--- src/rtl/decode_pkg.sv ---
// rtl/decode_pkg.sv - opcode constants, instruction field positions and decode helpers
package decode_pkg;

   localparam int NREG = 8;
   localparam int AW   = 3;

   localparam logic [5:0] OP_ADD  = 6'b000000;
   localparam logic [5:0] OP_SUB  = 6'b000001;
   localparam logic [5:0] OP_ADDI = 6'b001000;
   localparam logic [5:0] OP_DIV  = 6'b100001;
   localparam logic [5:0] NOP_OP  = 6'b010000;

   localparam int OP_HI = 15;
   localparam int OP_LO = 10;
   localparam int RD_HI = 9;
   localparam int RD_LO = 7;
   localparam int RS_HI = 6;
   localparam int RS_LO = 4;
   localparam int RT_HI = 3;
   localparam int RT_LO = 1;
   localparam int IMM_W = 7;

   function automatic logic is_legal(input logic [5:0] op);
      case (op) inside
         [6'd0:6'd2], [6'd4:6'd10], [6'd12:6'd17], [6'd20:6'd30], 6'd32, 6'd33: return 1'b1;
         default: return 1'b0;
      endcase
   endfunction

   function automatic logic writes_rd(input logic [5:0] op);
      return is_legal(op) && ((op[5:4] == 2'b00) || (op == 6'd22) ||
                              (op >= 6'd25 && op <= 6'd27) || (op == 6'd32) || (op == 6'd33));
   endfunction

   function automatic logic is_imm(input logic [5:0] op);
      return op[5:3] == 3'b001;
   endfunction

endpackage

--- src/rtl/decode_stage_regfile.sv ---
// rtl/decode_stage_regfile.sv - 8x16 register file, two async reads, one sync write, R0 hardwired to 0
module regfile_8x16
   import decode_pkg::*;
(
   input  logic          clk,
   input  logic          reset,
   input  logic [AW-1:0] ra_addr,
   output logic [15:0]   ra_data,
   input  logic [AW-1:0] rb_addr,
   output logic [15:0]   rb_data,
   input  logic          we,
   input  logic [AW-1:0] wa,
   input  logic [15:0]   wd
);

   logic [15:0] mem [NREG];

   always_ff @(posedge clk) begin
      if (reset) begin
         for (int i = 0; i < NREG; i++) mem[i] <= '0;
      end else if (we && wa != '0) begin
         mem[wa] <= wd;
      end
   end

   assign ra_data = (ra_addr == '0) ? 16'h0000 : mem[ra_addr];
   assign rb_data = (rb_addr == '0) ? 16'h0000 : mem[rb_addr];

endmodule

--- src/rtl/decode_stage.sv ---
// rtl/decode_stage.sv - decode / operand fetch with forwarding and a one-cycle load-use style interlock
module decode_stage
   import decode_pkg::*;
(
   input  logic          clk,
   input  logic          reset,
   input  logic [15:0]   instr,
   input  logic          instr_valid,
   output logic          instr_ready,
   input  logic [15:0]   alu_result,
   input  logic          wb_en,
   input  logic [AW-1:0] wb_addr,
   input  logic [15:0]   wb_data,
   output logic [5:0]    op_dec,
   output logic [15:0]   A,
   output logic [15:0]   B,
   output logic [AW-1:0] rd_ex,
   output logic          wr_ex,
   output logic          illegal_op
);

   logic [5:0]    op;
   logic [AW-1:0] rd, rs, rt, ra, rb;
   logic [15:0]   ra_data, rb_data, opnd_a, opnd_b;
   logic          imm, legal, stall, issue, wr_next;
   logic [AW-1:0] d1, d2;
   logic          v1, v2;

   regfile_8x16 u_rf (
      .clk     (clk),
      .reset   (reset),
      .ra_addr (ra),
      .ra_data (ra_data),
      .rb_addr (rb),
      .rb_data (rb_data),
      .we      (wb_en),
      .wa      (wb_addr),
      .wd      (wb_data)
   );

   always_comb begin
      op    = instr[OP_HI:OP_LO];
      rd    = instr[RD_HI:RD_LO];
      rs    = instr[RS_HI:RS_LO];
      rt    = instr[RT_HI:RT_LO];
      imm   = is_imm(op);
      legal = is_legal(op);
      ra    = imm ? rd : rs;
      rb    = rt;

      // Only the instruction issued last edge can't be forwarded yet; its result appears next cycle.
      stall = instr_valid && v1 &&
              ((ra != '0 && ra == d1) || (!imm && rb != '0 && rb == d1));
      instr_ready = !stall;
      issue       = instr_valid && !stall;
      wr_next     = issue && legal && writes_rd(op) && (rd != '0);

      if (ra != '0 && v2 && ra == d2)           opnd_a = alu_result;
      else if (ra != '0 && wb_en && wb_addr == ra) opnd_a = wb_data;
      else                                      opnd_a = ra_data;

      if (imm)                                  opnd_b = {{(16-IMM_W){instr[IMM_W-1]}}, instr[IMM_W-1:0]};
      else if (rb != '0 && v2 && rb == d2)      opnd_b = alu_result;
      else if (rb != '0 && wb_en && wb_addr == rb) opnd_b = wb_data;
      else                                      opnd_b = rb_data;
   end

   always_ff @(posedge clk) begin
      if (reset) begin
         op_dec     <= NOP_OP;
         A          <= '0;
         B          <= '0;
         rd_ex      <= '0;
         wr_ex      <= 1'b0;
         illegal_op <= 1'b0;
         d1         <= '0;
         v1         <= 1'b0;
         d2         <= '0;
         v2         <= 1'b0;
      end else begin
         if (issue && legal) begin
            op_dec <= op;
            A      <= opnd_a;
            B      <= opnd_b;
            rd_ex  <= rd;
         end else begin
            op_dec <= NOP_OP;
            A      <= '0;
            B      <= '0;
            rd_ex  <= '0;
         end
         wr_ex      <= wr_next;
         illegal_op <= issue && !legal;
         d1         <= wr_next ? rd : '0;
         v1         <= wr_next;
         d2         <= d1;
         v2         <= v1;
      end
   end

endmodule

--- config.mk ---
export PLATFORM = sky130hd
export DESIGN_NAME = decode_stage
export DESIGN_NICKNAME = d
export VERILOG_FILES = /design/src/rtl/decode_pkg.sv /design/src/rtl/decode_stage_regfile.sv /design/src/rtl/decode_stage.sv
export SDC_FILE = /design/constraint.sdc
export NUM_CORES = 1
export LEC_CHECK = 0
export CAP_MARGIN = 20
export CORE_MARGIN = 2
export CORE_UTILIZATION = 60
export DETAILED_ROUTE_END_ITERATION = 16
export GPL_TIMING_DRIVEN = 1
export PLACE_DENSITY_LB_ADDON = 0.2
export SYNTH_ARGS = -nofsm -noshare
export SYNTH_HDL_FRONTEND = slang
export SYNTH_SLANG_ARGS = --single-unit
--- constraint.sdc ---
create_clock -name clk -period 6.6 [get_ports clk]
set_clock_uncertainty 0.15 [all_clocks]
set_input_delay 1.65 -clock clk [delete_from_list [all_inputs] [get_ports clk]]
set_output_delay 1.65 -clock clk [all_outputs]
set_load 0.05 [all_outputs]
==> flow_summary.ini <==
[global_route]
grt_max_degree = 67
overflow = 0
first_global_vias = 7532
grt_antenna_before_repair = 0
grt_first_pass_wirelength_um = 42200
grt_util_all_layers_pct = 34.1

[worst_setup_path]
critical_path_buf_inv_count = 3
critical-path-top-cell-by-count = sky130_fd_sc_hd__buf_4
r2r_setup_slk_ns = 4.16
crit_path_cell_trace = clkdlybuf4s50_1, nor3b_4, buf_4, mux2i_4, xnor2_1, a2111oi_2, o21a_1, nand2_1, buf_4
critical_path_required_ns = 4.80
reg2reg_depth = 7
crit_path_max_delay_cell_type = sky130_fd_sc_hd__clkdlybuf4s50_1
timing.rr.end = B[13]
crit_type = in2out
r2r_start = d2[1]
end_kind = output port
critPathMaxFanout = 11
cp_top_family = buffers and inverters
critical-path-max-stage-delay_ns = 0.62
critPathArrivalTime_ns = 4.09
critPathLaunchType = input pin

[sta]
fmax_mhz = 170
worst_slew_pin_slew_ns = 1.05
fin_crit_ns = 5.89
grt_setup_unrepaired = no
report.final.setup_viol = 0
relSlewSlack_pct = 29.4
timing.final.crit_share_pct = 89.2
number_of_max_slew_violations_in_the_final_report = 0
finalSetupTns_ns = 0
finalHoldViolCount = 0

[routing]
drt_pre_antenna_iters = 5
detail_route.vias_per_cell = 6.78
routed_wire_length_per_instance_um = 24.4
drtIter0Drc = 1111
drc = 0
postRouteWirelength_um = 27300
antenna_violating_nets_post_route = 0
dr_total_vias = 7555

[logic_synthesis]
yosys.area_share.simple_pct = 16.1
edff_count_synth = 128
synthAdderAreaFrac_pct = 0
synth_sequential_area_ratio_pct = 51.8
synthesis.instances = 827
ys.flop_type = sky130_fd_sc_hd__edfxtp_1
postSynth.asyncResetShare_pct = 0
synth_seq_cells = 178
postSynthAreaPerCell_um2 = 11.3
yosys_warnings = 0
post_synthesis_cell_area_mm2 = 0.00936
muxShareOfSynthArea_pct = 10.3
synth-compound-area-share_pct = 16.8
yosys.cell_types.count = 53
largest_family_of_logic_cells_by_synthesized_area = compound AO/OA/AOI/OAI gates
synth_xor_area_share_pct = 1.12

[floorplanning]
design.die.area_mm2 = 0.0166
core_region_area_mm2 = 0.0152
placementRows = 45
die_x_um = 129
floorplan.initialDensity_pct = 61.6
vertical_extent_of_the_die_um = 129
io_pins = 99

[power]
powerDensity_mw_per_mm2 = 253
vdd.ir_drop.worst_v = 0.000199
static-leakage-power_nw = 3.96

[layout]
layout-area-overhead-vs-synth_pct = 18.2
layout-drive-gt1-share_pct = 14.5
final.fill_count = 1049
finish.instance_area_mm2 = 0.0111
mostFrequentLayoutCell = sky130_fd_sc_hd__edfxtp_1
final_net_count = 969
n_antenna_cell = 0
layout.cells.most_common_list = 128 x sky130_fd_sc_hd__edfxtp_1, 113 x sky130_fd_sc_hd__and2_1, 95 x sky130_fd_sc_hd__clkdlybuf4s50_1

[placed_design]
post_dp_cell_area_mm2 = 0.0105
dp.final_hpwl_um = 17000
gp_congestion = 0.924
portBuffers = 98

[clocking]
post_cts.repair.setup_buffers = 0
clock_latency_late_sink_ns = 0.43
clk_pin_slew_ns = 0.06
cts_resized = 0
clk_path_buf_depth = 2
root_buffer = sky130_fd_sc_hd__clkbuf_16
cts_tree = yes
hold_buffers = 0
htreeDepth = 4
numCtsBuffers = 17
numClockSinks = 178

[flow_run]
cap_violations = 0

[min_path]
worstHoldPathCells = 1
min-delay-path-class = reg2reg
endpoint_of_the_worst_hold_path = v2
min_from = v1

[run_status]
result_of_the_run = complete, no violations
power breakdown:
group          internal [W]  switching, W
registers           0.00127     0.0000341
clock network      0.000595      0.000428
logic              0.000183      0.000294
routing by layer:
layer / vias to the layer above / share of wire, % / track usage, %
li1: 3241 / - / -
met1: 3658 / 38 / 46.6
met2: 572 / 46 / 53.5
met3: 84 / 13 / 7.61
met4: 0 / 3.1 / 13.6
met5: - / 0 / 0
cell families (layout without fill, tap and decap cells):
group                     Yosys count  after routing
other                               1             16
buffers and inverters              73            158
AOI/OAI and AO/OA                 215            215
muxes                              55             55
xor gates and xnor gates           12             12
and+or+nand+nor                   293            293
DFF                               178            178
worst max path at each step:
stage	endpoint	depth (start not counted)	from	slack (ns)
CTS	instr_ready	9	instr[13]	0.71
floorplan	instr_ready	7	instr[14]	1.32
finish	instr_ready	9	instr[13]	0.71
global placement	instr_ready	9	instr[13]	0.76
detailed placement	instr_ready	9	instr[13]	0.73
global route	instr_ready	9	instr[13]	0.51
final cells by class:
cell class	count	area, um^2	area share, %
clock buffer	19	433	3.91
clock inverter	13	161	1.46
sequential	178	4840	43.8
timing repair buffer	116	1100	9.97
inverter	10	37.5	0.339
tap	188	235	2.13
multi-input combinational	591	4250	38.4
state kept, by name (all words and copies together) (netlist names):
name,count
A,16
B,16
d1,3
d2,3
illegal_op,1
op_dec,6
rd_ex,3
u_rf.mem,128
v1,1
v2,1
synthesized netlist by cell type (2+ instances only):
library cell	instances	area share (%)
sky130_fd_sc_hd__xnor2_1	11	1.0
sky130_fd_sc_hd__or4_1	2	0.16
sky130_fd_sc_hd__nor4_1	3	0.20
sky130_fd_sc_hd__nor2b_1	4	0.27
sky130_fd_sc_hd__o21ai_0	2	0.11
sky130_fd_sc_hd__o211ai_1	32	2.6
sky130_fd_sc_hd__nor2_1	57	2.3
sky130_fd_sc_hd__nand3_1	5	0.27
sky130_fd_sc_hd__o21a_1	3	0.24
sky130_fd_sc_hd__a211oi_2	15	2.0
sky130_fd_sc_hd__buf_1	3	0.12
sky130_fd_sc_hd__mux2i_1	18	1.9
sky130_fd_sc_hd__a211o_1	16	1.5
sky130_fd_sc_hd__mux4_2	32	7.7
sky130_fd_sc_hd__nor3_1	8	0.43
sky130_fd_sc_hd__inv_1	10	0.40
sky130_fd_sc_hd__or3_1	3	0.20
sky130_fd_sc_hd__a211oi_1	2	0.16
sky130_fd_sc_hd__nand2_1	79	3.2
sky130_fd_sc_hd__mux2_2	3	0.36
sky130_fd_sc_hd__buf_6	5	0.60
sky130_fd_sc_hd__edfxtp_1	128	41
sky130_fd_sc_hd__nand2b_1	3	0.20
sky130_fd_sc_hd__a21oi_2	10	0.94
sky130_fd_sc_hd__and2_1	113	7.6
sky130_fd_sc_hd__buf_4	2	0.16
sky130_fd_sc_hd__a221oi_1	32	3.0
sky130_fd_sc_hd__dfxtp_1	50	11
sky130_fd_sc_hd__clkbuf_1	29	1.2
sky130_fd_sc_hd__a21oi_1	94	5.0
sky130_fd_sc_hd__or2_2	9	0.60
sky130_fd_sc_hd__buf_2	23	1.2
per-stage QoR:
step | utilization, % | total power (W) | hold slack [ns] | setup WS, ns | instances
2_1_floorplan | - | 0.00162 | 0.343 | 1.32 | 842
3_3_place_gp | 68.8 | 0.00177 | 0.344 | 0.765 | 1082
3_5_place_dp | 68.8 | 0.00178 | 0.354 | 0.727 | 1082
4_1_cts | 72.7 | 0.00279 | 0.369 | 0.709 | 1114
5_1_grt | 72.8 | 0.00288 | 0.390 | 0.514 | 1115
6_report | 72.8 | 0.00280 | 0.364 | 0.712 | 1115
Note: power is estimated with default switching activity, not from simulation.
